===== config.mk =====
export PLATFORM = sky130hd
export DESIGN_NAME = sub_32bit_pipe
export DESIGN_NICKNAME = d
export VERILOG_FILES = /design/src/rtl/sub_32bit_pipe.sv
export SDC_FILE = /design/constraint.sdc
export NUM_CORES = 1
export LEC_CHECK = 0
export BUFFER_PORTS_ARGS = -buffer_cell sky130_fd_sc_hd__buf_2
export CORE_UTILIZATION = 40
export CTS_CLUSTER_DIAMETER = 50
export DETAILED_ROUTE_END_ITERATION = 6
export SYNTH_ARGS = -nofsm -noshare
export SYNTH_HDL_FRONTEND = slang
export SYNTH_SLANG_ARGS = --single-unit

===== constraint.sdc =====
create_clock -name clk -period 7.35 [get_ports clk]
set_clock_uncertainty 0.15 [all_clocks]
set_input_delay 0.735 -clock clk [delete_from_list [all_inputs] [get_ports clk]]
set_output_delay 0.735 -clock clk [all_outputs]
set_load 0.05 [all_outputs]

===== src/rtl/sub_32bit_pipe.sv =====
// sub_32bit_pipe: two-stage pipelined subtractor, D = A - B, computed as A + ~B + 1.
// Stage 1 adds the low half and registers the half-carry. Stage 2 is the output
// register: it adds the high half using that carry and registers D and the flags.
// Both ends use a valid/ready handshake. in_ready is combinational from out_ready
// because there is no skid buffer.
//
// Ports:
//   clk        rising-edge clock
//   rst_n      asynchronous active-low reset
//   in_valid   A/B valid           in_ready   operands accepted this cycle
//   A, B       minuend, subtrahend
//   out_valid  result valid        out_ready  consumer accepts result
//   D          A - B mod 2^WIDTH
//   BO         borrow out (A < B unsigned)
//   N, Z, V    negative, zero and signed-overflow flags
module sub_32bit_pipe #(
    parameter int unsigned WIDTH = 32,
    parameter int unsigned HALF  = WIDTH / 2
) (
    input  logic             clk,
    input  logic             rst_n,
    input  logic             in_valid,
    output logic             in_ready,
    input  logic [WIDTH-1:0] A,
    input  logic [WIDTH-1:0] B,
    output logic             out_valid,
    input  logic             out_ready,
    output logic [WIDTH-1:0] D,
    output logic             BO,
    output logic             N,
    output logic             Z,
    output logic             V
);

    localparam int unsigned HW = WIDTH - HALF;

    // Stage 1 state
    logic            s1_valid_q, s1_valid_d;
    logic [HALF-1:0] s1_lo_q,    s1_lo_d;
    logic            s1_c_q,     s1_c_d;
    logic [HW-1:0]   s1_ahi_q,   s1_ahi_d;
    logic [HW-1:0]   s1_bhi_q,   s1_bhi_d;

    // Stage 2 (output) state
    logic             out_valid_q, out_valid_d;
    logic [WIDTH-1:0] d_q,  d_d;
    logic             bo_q, bo_d;
    logic             n_q,  n_d;
    logic             z_q,  z_d;
    logic             v_q,  v_d;

    logic            s2_free, s1_free, accept, s2_load;
    logic [HALF:0]   lo_sum;
    logic [HW:0]     hi_sum;
    logic [WIDTH-1:0] d_next;

    assign s2_free  = ~out_valid_q | out_ready;
    assign s1_free  = ~s1_valid_q | s2_free;
    assign in_ready = s1_free;
    assign accept   = in_valid & s1_free;
    assign s2_load  = s1_valid_q & s2_free;

    // Low half: A_lo + ~B_lo + 1; bit HALF is the carry into the high half.
    assign lo_sum = {1'b0, A[HALF-1:0]} + {1'b0, ~B[HALF-1:0]} + (HALF+1)'(1);
    // High half uses the registered half-carry instead of the +1.
    assign hi_sum = {1'b0, s1_ahi_q} + {1'b0, ~s1_bhi_q} + (HW+1)'(s1_c_q);
    assign d_next = {hi_sum[HW-1:0], s1_lo_q};

    always_comb begin
        s1_valid_d = s1_valid_q;
        s1_lo_d    = s1_lo_q;
        s1_c_d     = s1_c_q;
        s1_ahi_d   = s1_ahi_q;
        s1_bhi_d   = s1_bhi_q;
        if (accept) begin
            s1_valid_d = 1'b1;
            s1_lo_d    = lo_sum[HALF-1:0];
            s1_c_d     = lo_sum[HALF];
            s1_ahi_d   = A[WIDTH-1:HALF];
            s1_bhi_d   = B[WIDTH-1:HALF];
        end else if (s2_load) begin
            s1_valid_d = 1'b0;
        end
    end

    always_comb begin
        out_valid_d = out_valid_q;
        d_d         = d_q;
        bo_d        = bo_q;
        n_d         = n_q;
        z_d         = z_q;
        v_d         = v_q;
        if (s2_load) begin
            // A handshake coinciding with an s1 advance keeps out_valid high.
            out_valid_d = 1'b1;
            d_d         = d_next;
            bo_d        = ~hi_sum[HW];
            n_d         = d_next[WIDTH-1];
            z_d         = (d_next == '0);
            v_d         = (s1_ahi_q[HW-1] ^ s1_bhi_q[HW-1]) & (s1_ahi_q[HW-1] ^ d_next[WIDTH-1]);
        end else if (out_ready) begin
            out_valid_d = 1'b0;
        end
    end

    always_ff @(posedge clk or negedge rst_n) begin
        if (!rst_n) begin
            s1_valid_q  <= 1'b0;
            s1_lo_q     <= '0;
            s1_c_q      <= 1'b0;
            s1_ahi_q    <= '0;
            s1_bhi_q    <= '0;
            out_valid_q <= 1'b0;
            d_q         <= '0;
            bo_q        <= 1'b0;
            n_q         <= 1'b0;
            z_q         <= 1'b0;
            v_q         <= 1'b0;
        end else begin
            s1_valid_q  <= s1_valid_d;
            s1_lo_q     <= s1_lo_d;
            s1_c_q      <= s1_c_d;
            s1_ahi_q    <= s1_ahi_d;
            s1_bhi_q    <= s1_bhi_d;
            out_valid_q <= out_valid_d;
            d_q         <= d_d;
            bo_q        <= bo_d;
            n_q         <= n_d;
            z_q         <= z_d;
            v_q         <= v_d;
        end
    end

    assign out_valid = out_valid_q;
    assign D         = d_q;
    assign BO        = bo_q;
    assign N         = n_q;
    assign Z         = z_q;
    assign V         = v_q;

endmodule

# --- Word level (Yosys, flattened, before mapping) ---
# Index checks and enable logic that the tools add are counted.
# W data, S select, Z words.
word_totals:
  ff_bits: 87
  in_bits: 68
op_classes:
  addsub: 4
  muxes: 4
  bitwise: 12
  reduce_logical: 3
op_table:
  columns: ["op", "count"]
  rows:
  - ["$add A16 B16 Y17", 2]
  - ["$logic_not A32 Y1", 1]
  - ["$not A16 Y16", 2]
  - ["$add A17 B1 Y17", 1]
  - ["$add A17 B1 Y17 const B", 1]
  - ["$mux W1", 4]
  - ["$reduce_bool A2 Y1", 2]
  - ["$and A1 B1 Y1", 3]
  - ["$not A1 Y1", 3]
  - ["$or A1 B1 Y1", 2]
  - ["$xor A1 B1 Y1", 2]

# --- Depth between registers and ports, before layout ---
depth:
  ltp_word: 5
  ltp_mapped: 12
  ltp_nobuf: 12

# --- Worst setup path after synthesis ---
# Ideal clock, no wire load.
synth_path:
  path_kind: "input port to flip-flop"
  startpoint: "in B[2]"
  endpoint: "reg s1_c_q"
  setup_ns: 0.129
  arrival_time_ns: 2.549
  t_required_ns: 7.071
  slack_ns: 4.521
  path_stages: 10
  n_path_buf: 0
  path_cell_list: "inv_1 -> ha_1 -> nor2b_1 -> o21a_1 -> o21ai_2 -> a21oi_1 -> o31a_1 -> o41ai_2 -> o21ai_1 -> o41a_1"
synth_via:
  elab_chain_cells: 3
synth_lines:
  columns: ["element", "line", "rtl"]
  rows:
  - ["from (decl)", "25", "input logic [WIDTH-1:0] B,"]
  - ["$not A16 Y16", "64", "assign lo_sum = {1'b0, A[HALF-1:0]} + {1'b0, ~B[HALF-1:0]} + (HALF+1)'(1);"]
  - ["$add A16 B16 Y17", "64", null]
  - ["$add A17 B1 Y17", "64", null]
  - ["to (signal assigned)", "110", "s1_c_q <= 1'b0;"]
  - ["to (signal assigned)", "122", "s1_c_q <= s1_c_d;"]
  - ["to (decl)", "40", "logic s1_c_q, s1_c_d;"]
# No other way between the ends.
# A chain may end at the register's enable or synchronous reset.

# --- Final worst setup path ---
layout_path:
  startpoint: "reg s1_c_q"
  endpoint: "reg z_q (netlist: Z)"
layout_via:
  elab_chain_cells: 2
layout_lines:
  columns: ["element", "line", "rtl"]
  rows:
  - ["$add A17 B1 Y17", "66", "assign hi_sum = {1'b0, s1_ahi_q} + {1'b0, ~s1_bhi_q} + (HW+1)'(s1_c_q);"]
  - ["via hi_sum[1]", "54", "logic [HW:0] hi_sum;"]
  - ["$logic_not A32 Y1", "99", "z_d = (d_next == '0);"]
  - ["to (signal assigned)", "129", "z_q <= z_d;"]
  - ["to (decl)", "49", "logic z_q, z_d;"]
# The timed path passes the listed nets, and every way through them passes these cells.

==> results.sh <==
export IMPL_overflow=0
export IMPL_power_switching_mw=0.842
export IMPL_power_switching_share_pct=41.4
export IMPL_hold_class="primary input to asynchronous set/reset pin"
export IMPL_synth_xor_xnor_area_share_pct=3.56
export IMPL_cts_tree="built"
export IMPL_numCtsBuffers=9
export IMPL_yosysSeqAreaShare_pct=43.8
export IMPL_grt_pass1_vias=3742
export IMPL_dp_hpwl_mm=8.09
export IMPL_r2r_end="Z"
export IMPL_p_int_mw=1.19
export IMPL_vias_per_cell=5.14
export IMPL_arrival_ns=3.22
export IMPL_power_leakage_nw=2.84
export IMPL_relSlewSlack_pct=47.8
export IMPL_synth_top_family_by_area="compound AO/OA/AOI/OAI gates"
export IMPL_core_rowCount=40
export IMPL_cts_setup_buffers=0
export IMPL_rsz0062_at_grt="false"
export IMPL_path_max_fanout=2
export IMPL_postSynth_asyncResetShare_pct=100
export IMPL_worstSetupPathType="flop to flop"
export IMPL_die_area_sq_um=12700
export IMPL_r2r_cells=12
export IMPL_num_vias=3734
export IMPL_cts_max_level=3
export IMPL_cp_end_kind="flop"
export IMPL_clock_path_buffers=2
export IMPL_wire_per_inst_um=14.3
export IMPL_drt_first_pass_iters=5
export IMPL_drive_above_1_share_pct=33.3
export IMPL_ir_drop_v=0.000111
export IMPL_multi_input_area_sq_um=2540
export IMPL_die_width_um=113
export IMPL_clkTransAtPathRegs_ns=0.06
export IMPL_place_gp_congestion=0.879
export IMPL_start_kind="flop"
export IMPL_synth_compound_area_share_pct=13.6
export IMPL_synth_main_ff_cell="dfrtp_1"
export IMPL_die_h_um=113
export IMPL_place_area_sq_um=5580
export IMPL_maxClockFrequency_ghz=0.322
export IMPL_ys_types=58
export IMPL_synthMuxAreaShare_pct=13.0
export IMPL_avgSynthCellArea_sq_um=10.4
export IMPL_stdcell_count=726
export IMPL_yosys_area_top_type="dfrtp_1"
export IMPL_start_util_pct=40.9
export IMPL_synth_area_sq_um=4910
export IMPL_ys_warn_count=0
export IMPL_drcViolationCount=0
export IMPL_ios=106
export IMPL_placement_io_buffers=105
export IMPL_area_growth_pct=20.3
export IMPL_setup_tns_ns=0
export IMPL_combinationalPowerShare_pct=42.6
export IMPL_register_area_sq_um=2150
export IMPL_nets=676
export IMPL_syn_inst=471
export IMPL_ant_nets=0
export IMPL_power_frac_seq_pct=32.9
export IMPL_finalSetupViolCount=0
export IMPL_cts_repair_resized=0
export IMPL_wl_mm=10.4
export IMPL_num_fill_cells=1154
export IMPL_grt_usage_pct=17.5
export IMPL_synth_fa_ha_area_share_pct=9.11
export IMPL_power_density_nw_per_um2=344
export IMPL_max_cap_viol_count=0
export IMPL_status="finished clean"
export IMPL_worst_slew_pin_slew_ns=0.781
export IMPL_synthTopCellsByArea="dfrtp_1 (44%), mux2_2 (12%), ha_1 (7.9%)"
export IMPL_final_common_cell="buf_2"
export IMPL_core_sq_um=12000
export IMPL_synth_edff_count=0
export IMPL_required_ns=7.46
export IMPL_grt_max_degree=46
export IMPL_grt_pass1_wl_mm=17.6
export IMPL_antenna_cells=0
export IMPL_synth_seq_cells=86
export IMPL_pwr_share_clk_pct=24.4
export IMPL_ctsRootBufferMaster="clkbuf_16"
export IMPL_fin_crit_sh_pct=42.3
export IMPL_layout_common_cells="buf_2 (104), dfrtp_1 (86), mux2_2 (54)"
export IMPL_first_iter_violations=164
export IMPL_fin_crit_ns=3.11
export IMPL_fin_area_sq_um=5910
export IMPL_fin_ws_ns=4.24
export IMPL_hold_viol=0
export IMPL_antenna_found_initial=0
export IMPL_yosys_area_share_simple_pct=12.2
export IMPL_dp_slack_ns=4.21
export IMPL_yosys_area_top_type_share_pct=43.8
export IMPL_clk_latency_ns=0.34
export IMPL_rrSetupSlack_ns=4.24
export IMPL_clock_sinks=86
export IMPL_cts_hold_buf=0
export IMPL_finalMaxSlewViolations=0
export IMPL_reg2reg_from="s1_c_q"
export IMPL_placed_cells=710
export IMPL_synth_nets=573
-- final cells by class --
class / count / share of cell area (%)
sequential: 86 / 36.4
timing repair buffer: 108 / 9.31
clock inverter: 6 / 1.57
multi-input combinational: 327 / 42.9
tap: 147 / 3.11
clock buffer: 10 / 4.04
inverter: 42 / 2.67
-- stage by stage --
step / hold WS, ns / total power [mW] / util, %
finish: 0.216 / 2.03 / 49.2
global route: 0.260 / 2.15 / 49.2
CTS: 0.239 / 2.05 / 49.2
detailed placement: 0.318 / 1.55 / 46.5
global placement: 0.304 / 1.53 / 46.5
floorplan: 0.289 / 1.34 / -
-- power by group through the flow --
stage	Combinational, mW	Sequential [mW]	Clock, mW
after CTS	0.873	0.673	0.509
after detailed placement	0.870	0.681	0
after global placement	0.858	0.675	0
after global routing	0.938	0.688	0.529
final	0.866	0.670	0.497
after floorplan	0.403	0.936	0
-- layer usage --
metal,part of all wire (%),global-route usage (%),vias up
li1,-,-,1865
met3,4.2,4.07,16
met1,46,22.0,1758
met2,48,30.0,95
met5,0,0,-
met4,1.5,5.24,0
-- synth_stat cells (all sizes together) (5+ instances only) --
cell,instances
nand2,39
o31ai,6
inv,42
nor2,21
mux2,54
nand2b,8
nor3,8
dfrtp,86
xor2,12
or3,5
nand3,10
clkbuf,13
xnor2,8
ha,31
o21ai,34
nor3b,5
a21oi,24
-- flip-flops by register name (all words and copies together), names as in the netlist --
register	count
D	32
s1_ahi_q	16
s1_bhi_q	16
s1_lo_q	16
BO	1
V	1
Z	1
out_valid	1
s1_c_q	1
s1_valid_q	1
-- how the worst max path moves through the flow --
| stage | slack, ns | cells after the start | end | start |
|---|---|---|---|---|
| 2_1_floorplan | 4.52 | 10 | s1_c_q | B[2] |
| 3_3_place_gp | 4.29 | 12 | Z | s1_c_q |
| 3_5_place_dp | 4.21 | 12 | s1_c_q | A[0] |
| 4_1_cts | 4.23 | 12 | Z | s1_c_q |
| 5_1_grt | 3.99 | 12 | Z | s1_c_q |
| 6_report | 4.24 | 12 | Z | s1_c_q |
-- logic make-up after synthesis --
| family | count (synthesis) |
|---|---|
| flops | 86 |
| fa+ha+maj | 34 |
| compound gates | 97 |
| buf+inv | 58 |
| mux | 57 |
| xor+xnor | 20 |
| simple gates | 119 |
-- worst max-delay path, stage by stage (launching register included) --
cell and delay, ns:
dfrtp_1 0.32, inv_1 0.07, fa_1 0.44, inv_1 0.08, fa_1 0.42, nor4b_1 0.27
nand3_1 0.11, nor3_1 0.26, nand4_1 0.18, a2111oi_4 0.29, and3_1 0.20, nand4_1 0.09
o21ai_1 0.13
(Power assumes the default switching activity.)
